<file path="src/rtl/mult_pkg.sv">
// Shared types and constants for the sequential shift-add multiplier control stage.
package mult_pkg;

   localparam int unsigned DEF_WIDTH = 8;
   localparam int unsigned ITER_LAST = DEF_WIDTH - 1;

   typedef enum logic [2:0] {
      IDLE,
      CLEAR,
      ADD,
      SHIFT,
      HALT
   } state_e;

endpackage

</file>
<file path="src/rtl/add_sub9.sv">
// Combinational WIDTH+1-bit sign-extending adder/subtractor: sum9 = a +/- b.
module add_sub9
   import mult_pkg::*;
#(
   parameter int unsigned WIDTH = DEF_WIDTH
) (
   input  logic [WIDTH-1:0] a,
   input  logic [WIDTH-1:0] b,
   input  logic             sub,
   output logic [WIDTH:0]   sum9
);

   logic [WIDTH:0] a_ext;
   logic [WIDTH:0] b_ext;

   // Subtraction is invert-and-carry-in; any carry out of the top bit is dropped.
   always_comb begin
      a_ext = {a[WIDTH-1], a};
      b_ext = {b[WIDTH-1], b} ^ {(WIDTH + 1){sub}};
      sum9  = a_ext + b_ext + {{WIDTH{1'b0}}, sub};
   end

endmodule

</file>
<file path="src/rtl/mult_seq_ctrl.sv">
// Sequencer, add/sub unit and X sign flop for the signed shift-add multiplier.
// Define MULT_CHAIN_EN to keep A:X across Run presses for chained multiplies.
module mult_seq_ctrl
   import mult_pkg::*;
#(
   parameter int unsigned WIDTH = DEF_WIDTH
) (
   input  logic             Clk,
   input  logic             Reset_n,
   input  logic             Run,
   input  logic             ClearA_LoadB,
   input  logic             Mbit,
   input  logic [WIDTH-1:0] A_in,
   input  logic [WIDTH-1:0] S_in,
   output logic             ClearXA,
   output logic             LoadA,
   output logic             LoadB,
   output logic             Shift,
   output logic             X,
   output logic [WIDTH-1:0] Sum,
   output logic             Done
);

   localparam int unsigned CNT_W = (WIDTH > 1) ? $clog2(WIDTH) : 1;
   localparam logic [CNT_W-1:0] IterLast = CNT_W'(WIDTH - 1);

   state_e           state_q;
   logic [CNT_W-1:0] cnt_q;
   logic             x_q;
   logic             sub;
   logic [WIDTH:0]   sum9;

   // The multiplier's MSB carries negative weight, so the last partial product is subtracted.
   assign sub = (state_q == ADD) && (cnt_q == IterLast);

   add_sub9 #(
      .WIDTH (WIDTH)
   ) u_add_sub9 (
      .a    (A_in),
      .b    (S_in),
      .sub  (sub),
      .sum9 (sum9)
   );

   assign Sum = sum9[WIDTH-1:0];
   assign X   = x_q;

   always_ff @(posedge Clk or negedge Reset_n) begin
      if (!Reset_n) begin
         state_q <= IDLE;
         cnt_q   <= '0;
         x_q     <= 1'b0;
      end else begin
         unique case (state_q)
            IDLE: begin
               if (ClearA_LoadB) begin
                  x_q <= 1'b0;
               end else if (Run) begin
                  state_q <= CLEAR;
               end
            end
            CLEAR: begin
`ifndef MULT_CHAIN_EN
               x_q <= 1'b0;
`endif
               cnt_q   <= '0;
               state_q <= ADD;
            end
            ADD: begin
               if (Mbit) begin
                  x_q <= sum9[WIDTH];
               end
               state_q <= SHIFT;
            end
            SHIFT: begin
               if (cnt_q == IterLast) begin
                  state_q <= HALT;
               end else begin
                  cnt_q   <= cnt_q + 1'b1;
                  state_q <= ADD;
               end
            end
            HALT: begin
               if (!Run) begin
                  state_q <= IDLE;
               end
            end
            default: state_q <= IDLE;
         endcase
      end
   end

   // Strobes are decoded from the current state; reset forces them low immediately.
   always_comb begin
      ClearXA = 1'b0;
      LoadA   = 1'b0;
      LoadB   = 1'b0;
      Shift   = 1'b0;
      Done    = 1'b0;
      if (Reset_n) begin
         unique case (state_q)
            IDLE: begin
               ClearXA = ClearA_LoadB;
               LoadB   = ClearA_LoadB;
            end
            CLEAR: begin
`ifndef MULT_CHAIN_EN
               ClearXA = 1'b1;
`endif
            end
            ADD:     LoadA = Mbit;
            SHIFT:   Shift = 1'b1;
            HALT:    Done  = 1'b1;
            default: ;
         endcase
      end
   end

endmodule

</file>
<file path="config.mk">
export PLATFORM = sky130hd
export DESIGN_NAME = mult_seq_ctrl
export DESIGN_NICKNAME = d
export VERILOG_FILES = /design/src/rtl/mult_pkg.sv /design/src/rtl/add_sub9.sv /design/src/rtl/mult_seq_ctrl.sv
export SDC_FILE = /design/constraint.sdc
export NUM_CORES = 1
export LEC_CHECK = 0
export CORE_MARGIN = 1
export CORE_UTILIZATION = 35
export CTS_BUF_LIST = sky130_fd_sc_hd__clkbuf_4 sky130_fd_sc_hd__clkbuf_8
export CTS_CLUSTER_SIZE = 8
export DETAILED_ROUTE_END_ITERATION = 10
export HOLD_SLACK_MARGIN = 0.02
export PLACE_DENSITY_LB_ADDON = 0.2
export SETUP_SLACK_MARGIN = 0.15
export SYNTH_ARGS = -nofsm -noshare
export SYNTH_HDL_FRONTEND = slang
export SYNTH_HIERARCHICAL = 1
export SYNTH_SLANG_ARGS = --single-unit
</file>
<file path="constraint.sdc">
create_clock -name Clk -period 2.8 [get_ports Clk]
set_input_delay 0.42 -clock Clk [delete_from_list [all_inputs] [get_ports Clk]]
set_output_delay 0.42 -clock Clk [all_outputs]
set_load 0.02 [all_outputs]
</file>
; Word level (Yosys, flattened, before mapping)
; Cells that the tools add are included.
; W data, S select, Z words.
[classes]
addsub = 3
eq_ne = 11
n_mux = 20
bitwise = 1
reduce_logical = 7
[op_table]
columns = op, n
row1 = $mux W3, 5
row2 = $pmux W3 S5, 1
row3 = $ne A2 B2 Y1 const B, 6
row4 = $mux W1, 11
row5 = $add A9 B1 Y9, 1
row6 = $add A9 B9 Y9, 1
row7 = $xor A9 B9 Y9, 1
row8 = $eq A3 B2 Y1 const B, 2
row9 = $eq A3 B3 Y1 const B, 2
row10 = $pmux W3 S2, 1
row11 = $reduce_and A3 Y1, 2
row12 = $add A3 B1 Y3 const B, 1
row13 = $eq A3 B1 Y1 const B, 1
row14 = $logic_not A3 Y1, 1
row15 = $pmux W1 S3, 1
row16 = $reduce_bool A3 Y1, 1
row17 = $pmux W1 S2, 1
row18 = $reduce_and A2 Y1, 1
row19 = $reduce_bool A2 Y1, 1
row20 = $logic_and A1 B1 Y1, 1
[word_totals]
register_bits = 7
input_bits = 21
wordCells = 45

; Logic depth before layout (Yosys ltp)
; Gate-level depths: netlist of the first run.
[depth]
depth_word = 7
ltp_mapped = 13
depth_no_buf = 12

; By module
; Netlist of the first run, hierarchy kept.
[by_module_without_submodules]
columns = mod, instances, cells_per_inst, area_per_inst_um2, seq_area_each_um2
row1 = mult_seq_ctrl, 1, 42, 436.7, 175.2
row2 = add_sub9, 1, 51, 397.9, 0.0

; Worst setup path before layout of the first run
; No wires, ideal clock.
[synth_timing]
path_type = register to output
startpoint = reg cnt_q[0]
endpoint = out Sum[6]
arrival_ns = 2.624
required_ns = 2.380
slack_ns = -0.244
stages_incl_launch_ff = 12
path_buffers = 1
cell_sequence = dfrtp_1 -> ha_1 -> ha_1 -> nor4bb_1 -> buf_6 -> xor2_1 -> inv_1 -> fa_1 -> nor2b_1 -> o311ai_1 -> nand2_1 -> xor2_1
[synth_via]
elab_chain_len = 5
[synth_rtl]
columns = item, line_no
row1 = "start, declared", mult_seq_ctrl.sv:28  ; logic [CNT_W-1:0] cnt_q;
row2 = "start signal, assigned", mult_seq_ctrl.sv:79  ; cnt_q <= cnt_q + 1'b1;
row3 = $eq A3 B3 Y1 (*), mult_seq_ctrl.sv:34  ; assign sub = (state_q == ADD) && (cnt_q == IterLast);
row4 = $logic_and A1 B1 Y1 (*), mult_seq_ctrl.sv:34
row5 = via sub, mult_seq_ctrl.sv:30  ; logic sub;
row6 = $xor A9 B9 Y9, add_sub9.sv:19  ; b_ext = {b[WIDTH-1], b} ^ {(WIDTH + 1){sub}};
row7 = $add A9 B9 Y9, add_sub9.sv:20  ; sum9 = a_ext + b_ext + {{WIDTH{1'b0}}, sub};
row8 = $add A9 B1 Y9 (*), add_sub9.sv:20
row9 = "end, declared", mult_seq_ctrl.sv:20  ; output logic [WIDTH-1:0] Sum,
; The timed path passes the listed nets; every way through them passes the cells marked *.

; Final worst setup path of the first run
[layout_timing]
startpoint = reg cnt_q[1]
endpoint = out Sum[6]
; Same word-level chain as after synthesis.

==> results of run 1 <==
-- per-stage QoR --
step | hold WS (ns) | worst slack (ns) | setup TNS (ns)
floorplan | 0.124 | 0.0792 | 0
global placement | 0.533 | -0.394 | -1.66
detailed placement | 0.541 | -0.445 | -2.01
CTS | 0.456 | -0.279 | -1.10
global route | 0.474 | -0.490 | -2.78
finish | 0.469 | -0.311 | -1.58
-- registers in the layout, indices dropped and copies added, names as in the netlist --
signal,cells
X,1
cnt_q,3
state_q,3
-- worst min path at each step --
stage | startpoint | endpoint | cells after the start
floorplan | Reset_n | X | 0
global placement | X | X | 2
detailed placement | X | X | 2
CTS | Reset_n | X | 2
global route | Reset_n | state_q[0] | 2
finish | Reset_n | X | 2
-- cell type report --
class | instances | area, um2 | share of cell area, %
Clock buffer | 4 | 30.0 | 1.86
Inverter | 7 | 26.3 | 1.63
Multi-Input combinational cell | 75 | 731 | 45.3
Sequential cell | 7 | 175 | 10.9
Tap cell | 28 | 35.0 | 2.17
Timing Repair Buffer | 69 | 617 | 38.2
-- worst max-delay path, cell delays in order, from the launching register on --
cell      delay [ns]
dfrtp_1         0.35
ha_2            0.20
ha_4            0.13
nor4bb_4        0.25
buf_4           0.18
xor2_1          0.16
ha_1            0.30
nor2b_4         0.16
o311ai_2        0.27
nand2_1         0.14
xor2_2          0.16
buf_6           0.13
-- layout by cell type, fill, tap and decap left out, drive strengths merged --
cell,n
a21oi,8
a22o,5
a31oi,1
and3,4
and4b,1
and4bb,1
buf,42
clkbuf,4
clkdlybuf4s50,27
dfrtp,7
fa,1
ha,9
inv,7
mux2,1
mux2i,1
nand2,5
nand2b,1
nand3,1
nand4b,2
nor2,4
nor2b,2
nor3,4
nor3b,2
nor4bb,1
o211ai,1
o21a,2
o21ai,2
o311ai,1
o31ai,1
xnor2,4
xor2,10
-- kinds of logic (layout without fill, tap and decap cells) --
| kind of cell | Yosys count | in the layout | synth area share (%) |
|---|---|---|---|
| flops | 7 | 7 | 21.0 |
| fa+ha+maj | 10 | 10 | 15.9 |
| xor+xnor | 14 | 14 | 14.7 |
| mux | 2 | 2 | 3.00 |
| buf+inv | 11 | 80 | 7.05 |
| compound gates | 21 | 21 | 17.5 |
| simple gates | 28 | 28 | 20.8 |
-- power groups by stage --
stage	logic (mW)	clock network [mW]	registers [mW]
after floorplan	0.460	0	0.188
after global placement	0.771	0	0.180
after detailed placement	0.789	0	0.184
after CTS	0.829	0.112	0.182
after global routing	0.974	0.117	0.187
final	0.898	0.109	0.183
-- routing by layer --
| metal | share of wire (%) | wire [um] | vias to the layer above |
|---|---|---|---|
| met5 | 0 | 0 | - |
| met4 | 1.2 | 32 | 0 |
| met3 | 3.4 | 89 | 4 |
| met2 | 54 | 1450 | 23 |
| met1 | 41 | 1090 | 447 |
| li1 | - | - | 470 |
-- synthesized netlist by cell type (2+ instances only) --
master / number / share of area (%)
dfrtp_1: 7 / 21
buf_2: 2 / 1.2
nor3_1: 4 / 2.4
a21oi_2: 2 / 2.1
o21a_1: 2 / 1.8
nand2_1: 5 / 2.2
a21oi_1: 6 / 3.6
a22o_1: 5 / 5.2
inv_1: 7 / 3.1
xor2_1: 10 / 10
xnor2_1: 4 / 4.2
buf_6: 2 / 2.7
nand4b_1: 2 / 2.1
and3_1: 3 / 2.2
ha_1: 9 / 13
nor2_1: 4 / 1.8
nor2b_1: 2 / 1.5
-- timing repair --
item	in CTS	in global routing
resized for setup	48	14
buffers inserted	5	5
pin swaps	16	15
gates cloned	0	0
endpoints found under the setup margin	8	8
hold buffers	0	0
==> metrics.yaml, run 1 <==
status:
  status: "finished with violations"
  violations: "negative setup slack"
yosys:
  yosysSeqAreaShare_pct: 21.0
  synthesis.nets: 124
  synth.avg_cell_area_um2: 8.97
  synth_edf_count: 0
  synth_cells: 93
  synth_warnings: 6
  async_flop_share_pct: 100
  syn-cell-area_um2: 835
  synth_ff_type: "dfrtp_1"
  synth-seq-cells: 7
  synth_cell_types: 34
cells_and_area:
  antennaDiodeCount: 0
  fin_nets: 194
  final_util_pct: 72.3
  stdcell_count: 190
  fillers: 172
  final_cell_area_um2: 1610
  area_growth_pct: 93.4
  drive_gt1_share_pct: 44.4
worst_setup_path:
  critPathMaxFanout: 4
  cp-end-kind: "primary output"
  r2r-start: "cnt_q[1]"
  crit_path_start: "cnt_q[1]"
  rrSetupSlack_ns: -0.16
  worst_ep_arrival_time_ns: 2.69
  ff2ff_path_depth: 15
  r2r-end: "X"
  endpoint: "Sum[6]"
  path_class: "flop to primary output"
  crit_path_start_kind: "flop"
  cp.required_ns: 2.38
placement:
  dp_hpwl_um: 1780
  place_area_um2: 1420
  portBuffers: 34
  gp_congestion: 0.773
  dp.cells: 176
sta:
  hold_viol: 0
  max_slew_margin_pct: 81.5
  rsz0062_at_grt: "yes"
  fmax_mhz: 321
  fin_crit_ns: 3.11
  tightest_slew_ns: 0.277
  skew_ns: 0.00111
  slew_viol_final: 0
  setup_ws_ns: -0.311
  timing.final.crit_share_pct: 111
  finalSetupViolCount: 7
grt:
  grt_first_pass_wirelength_um: 4080
  grt_pass1_vias: 978
  met1_usage_pct: 23.2
  grt_use_met2_pct: 40.2
  gr-total-overflow: 0
  grt.busiest_layer: "met2"
  grt_max_degree: 14
  antenna_found_initial: 0
  grtUsageMet3_pct: 1.79
  grt_usage_pct: 21.0
drt:
  vias: 944
  postRouteAntennaNets: 0
  wl_per_cell_um: 14.0
  dr.pass1.iters: 4
  drc: 0
  wl_um: 2650
  via_per_inst: 4.97
  drt_iter0_markers: 6
power:
  power.switching_uw: 490
  switching_share_pct: 41.2
  power.total_mw: 1.19
  power_frac_comb_pct: 75.4
  p_per_area_nw_per_um2: 737
  ir_drop_uv: 559
  p_int_uw: 699
  p_clk_share_pct: 9.2
  seq_power_share_pct: 15.4
  leakage_nw: 0.768
floorplan:
  die_w_um: 50.8
  rows: 17
  ios: 35
  start_util_pct: 37.4
  die_y_um: 50.8
  die_area_um2: 2580
  core_area_um2: 2230
hold_path:
  min_path_type: "input port to async pin"
run:
  maxCapViolations: 0
clocking:
  clk_latency_ns: 0.26
  tritoncts: "built"
  root_buffer: "clkbuf_4"
  h-tree-depth: 1
  numCtsBuffers: 3
  cts.sinks: 7
  cts_buffer_depth: 2
  clk_pin_slew_ns: 0.06
(Power assumes the default switching activity.)
==> run 2: changes to the inputs <==
- SLEW_MARGIN: default -> 20
==> results of run 2 <==
Final layout, timing and power as in run 1 (identical DEF).
==> run 3: changes to the inputs <==
- clock period: 2.8 -> 3.3 ns (I/O delays scaled with it)
==> metrics.yaml, run 3 (same netlist as run 1, synthesis figures left out) <==
status:
  status: "completed"  # was finished with violations
drt:
  via_per_inst: 5.02  # was 4.97
  met3WireLength_um: 108  # was 89 um
  wl_per_cell_um: 12.4  # was 14.0 um
  dr.pass1.iters: 4  # unchanged
  highest-signal-layer: "met3"  # was met4
  drt_iter0_markers: 17  # was 6
  wl_met2_um: 997  # was 1450 um
  met1_length_um: 1110  # was 1090 um
  vias: 899  # was 944
  wl_um: 2220  # was 2650 um
  drc: 0  # unchanged
  postRouteAntennaNets: 0  # unchanged
power:
  ir_drop_uv: 394  # was 559 uV
  seq_power_share_pct: 17.3  # was 15.4%
  power.switching_uw: 376  # was 490 uW
  p_per_area_nw_per_um2: 612  # was 737 nW/um2
  switching_share_pct: 42.0  # was 41.2%
  leakage_nw: 0.682  # was 0.768 nW
  p_int_uw: 519  # was 699 uW
  power_frac_comb_pct: 73.6  # was 75.4%
  p_clk_share_pct: 9.1  # was 9.2%
placement:
  place_area_um2: 1340  # was 1420 um2
  dp_hpwl_um: 1730  # was 1780 um
  portBuffers: 34  # unchanged
  gp_congestion: 0.794  # was 0.773
sta:
  skew_ns: 0.000883  # was 0.00111 ns
  tightest_slew_ns: 0.245  # was 0.277 ns
  whs_ns: 0.534  # was 0.469 ns
  hold_viol: 0  # unchanged
  rsz0062_at_grt: "yes"  # unchanged
  fmax_mhz: 318
  slew_viol_final: 0  # unchanged
  setup_tns_ns: 0  # was -1.58 ns
  finalSetupViolCount: 0  # was 7
  timing.final.crit_share_pct: 95.3
  max_slew_margin_pct: 83.6  # was 81.5%
  fin_crit_ns: 3.15
worst_setup_path:
  slowest_delay_ns: 0.39  # was 0.35 ns
  ff2ff_path_depth: 14  # was 15
  cpMostUsedCell: "xor2_1"
  critPathMaxFanout: 5  # was 4
  crit_path_start_kind: "flop"  # unchanged
  path_class: "flop to primary output"  # unchanged
  slowest_stage: "dfrtp_1"  # unchanged
  cp-end-kind: "primary output"  # unchanged
  worst_ep_arrival_time_ns: 2.65  # was 2.69 ns
  cp.required_ns: 2.80  # was 2.38 ns
  path_cells: "ha_2, ha_4, nor4bb_4, buf_6, buf_12, xor2_1, ha_1, o21a_1, o311ai_2, nand2_1, xor2_1, buf_4"  # was ha_2, ha_4, nor4bb_4, buf_4, xor2_1, ha_1, nor2b_4, o311ai_2, nand2_1, xor2_2, buf_6
floorplan:
  core_area_um2: 2230  # unchanged
  start_util_pct: 37.4  # unchanged
  die_w_um: 50.8  # unchanged
  die_area_um2: 2580  # unchanged
  rows: 17  # unchanged
  die_y_um: 50.8  # unchanged
  ios: 35  # unchanged
cells_and_area:
  antennaDiodeCount: 0  # unchanged
  fillers: 197  # was 172
  area_growth_pct: 75.4  # was 93.4%
  final_cell_area_um2: 1460  # was 1610 um2
  final_cell_mix: "clkdlybuf4s50_1 (27), buf_4 (26), xor2_1 (8), dfrtp_1 (7), inv_1 (7)"  # was buf_4 (32), clkdlybuf4s50_1 (27), buf_6 (9), xor2_1 (9), dfrtp_1 (7)
  fin_nets: 183  # was 194
  drive_gt1_share_pct: 34.4  # was 44.4%
  final_common_cell: "clkdlybuf4s50_1"  # was buf_4
clocking:
  tritoncts: "built"  # unchanged
  clk_pin_slew_ns: 0.06  # about the same
  cts_buffer_depth: 2  # unchanged
  clk_latency_ns: 0.26  # about the same
  h-tree-depth: 1  # unchanged
  root_buffer: "clkbuf_4"  # unchanged
  cts.sinks: 7  # unchanged
  numCtsBuffers: 3  # unchanged
  holdBufCountCts: 0  # unchanged
grt:
  gr-total-overflow: 0  # unchanged
  grt_first_pass_wirelength_um: 3660  # was 4080 um
  grt_pass1_vias: 852  # was 978
  antenna_found_initial: 0  # unchanged
  grt_max_degree: 14  # unchanged
  grt_usage_pct: 18.7  # was 21.0%
hold_path:
  min_path_type: "flop to flop"  # was input port to async pin
  hold-path-cell-count: 2
run:
  maxCapViolations: 0  # unchanged
==> run 3: cell types whose count changed in the layout (fill, tap and decap cells not counted), moves of 2 or more <==
cell / before / now
buf_6: 9 / 1
xnor2_1: 1 / 4
a21oi_2: 5 / 3
xnor2_2: 3 / 0
buf_4: 32 / 26
a21oi_1: 3 / 5
==> run 3: worst paths after layout <==
path,start,end,slack (ns)
setup / recovery,cnt_q[1],Sum[6],0.15
hold / removal,X,X,0.53
setup reg to reg,cnt_q[1],X,0.61
hold reg to reg,X,X,0.53
max in group asynchronous,Reset_n,cnt_q[2],2.60
min in group asynchronous,Reset_n,state_q[2],0.58
==> run 3: power groups by stage <==
stage / clock network, mW / logic [mW] / registers, mW
floorplan: 0 / 0.356 / 0.156
global placement: 0 / 0.612 / 0.149
detailed placement: 0 / 0.626 / 0.150
CTS: 0.0871 / 0.625 / 0.151
global route: 0.0895 / 0.718 / 0.160
finish: 0.0814 / 0.659 / 0.155
==> run 3: final cells by class <==
class	instances	area (um2)	area share (%)
Sequential cell	7	175	12.0
Clock buffer	3	22.5	1.54
Multi-Input combinational cell	75	684	46.8
Clock inverter	1	5.00	0.342
Tap cell	28	35.0	2.39
Inverter	7	26.3	1.79
Timing Repair Buffer	58	515	35.2
==> run 3: worst max-delay path, delay by kind of cell (launching register included) <==
family / cells / cell delay, ns
adders and majority gates: 3 / 0.71
buffers and inverters: 3 / 0.42
DFF: 1 / 0.39
AOI/OAI and AO/OA: 2 / 0.32
xor gates and xnor gates: 2 / 0.30
and+or+nand+nor: 2 / 0.25
==> run 3: repair_timing <==
action                     4_1_cts  5_1_grt
resized for setup               35       15
buffers inserted                 3        2
setup endpoints to repair        7        7
pin swaps                        8       11
==> run 3: stage by stage <==
stage	power [mW]	utilization, %	setup slack [ns]	instances
global route	0.967	65.5	0.0250	179
detailed placement	0.776	59.9	-0.170	170
CTS	0.864	62.4	0.0138	177
floorplan	0.512	-	0.181	93
finish	0.895	65.5	0.155	179
global placement	0.761	59.9	-0.0728	170
==> run 3: per-layer routing <==
metal  up-vias  global-route usage (%)
li1        453                       -
met1       419                    25.5
met2        27                    29.6
met3         0                    5.36
met4         0                    3.24
met5         -                       0
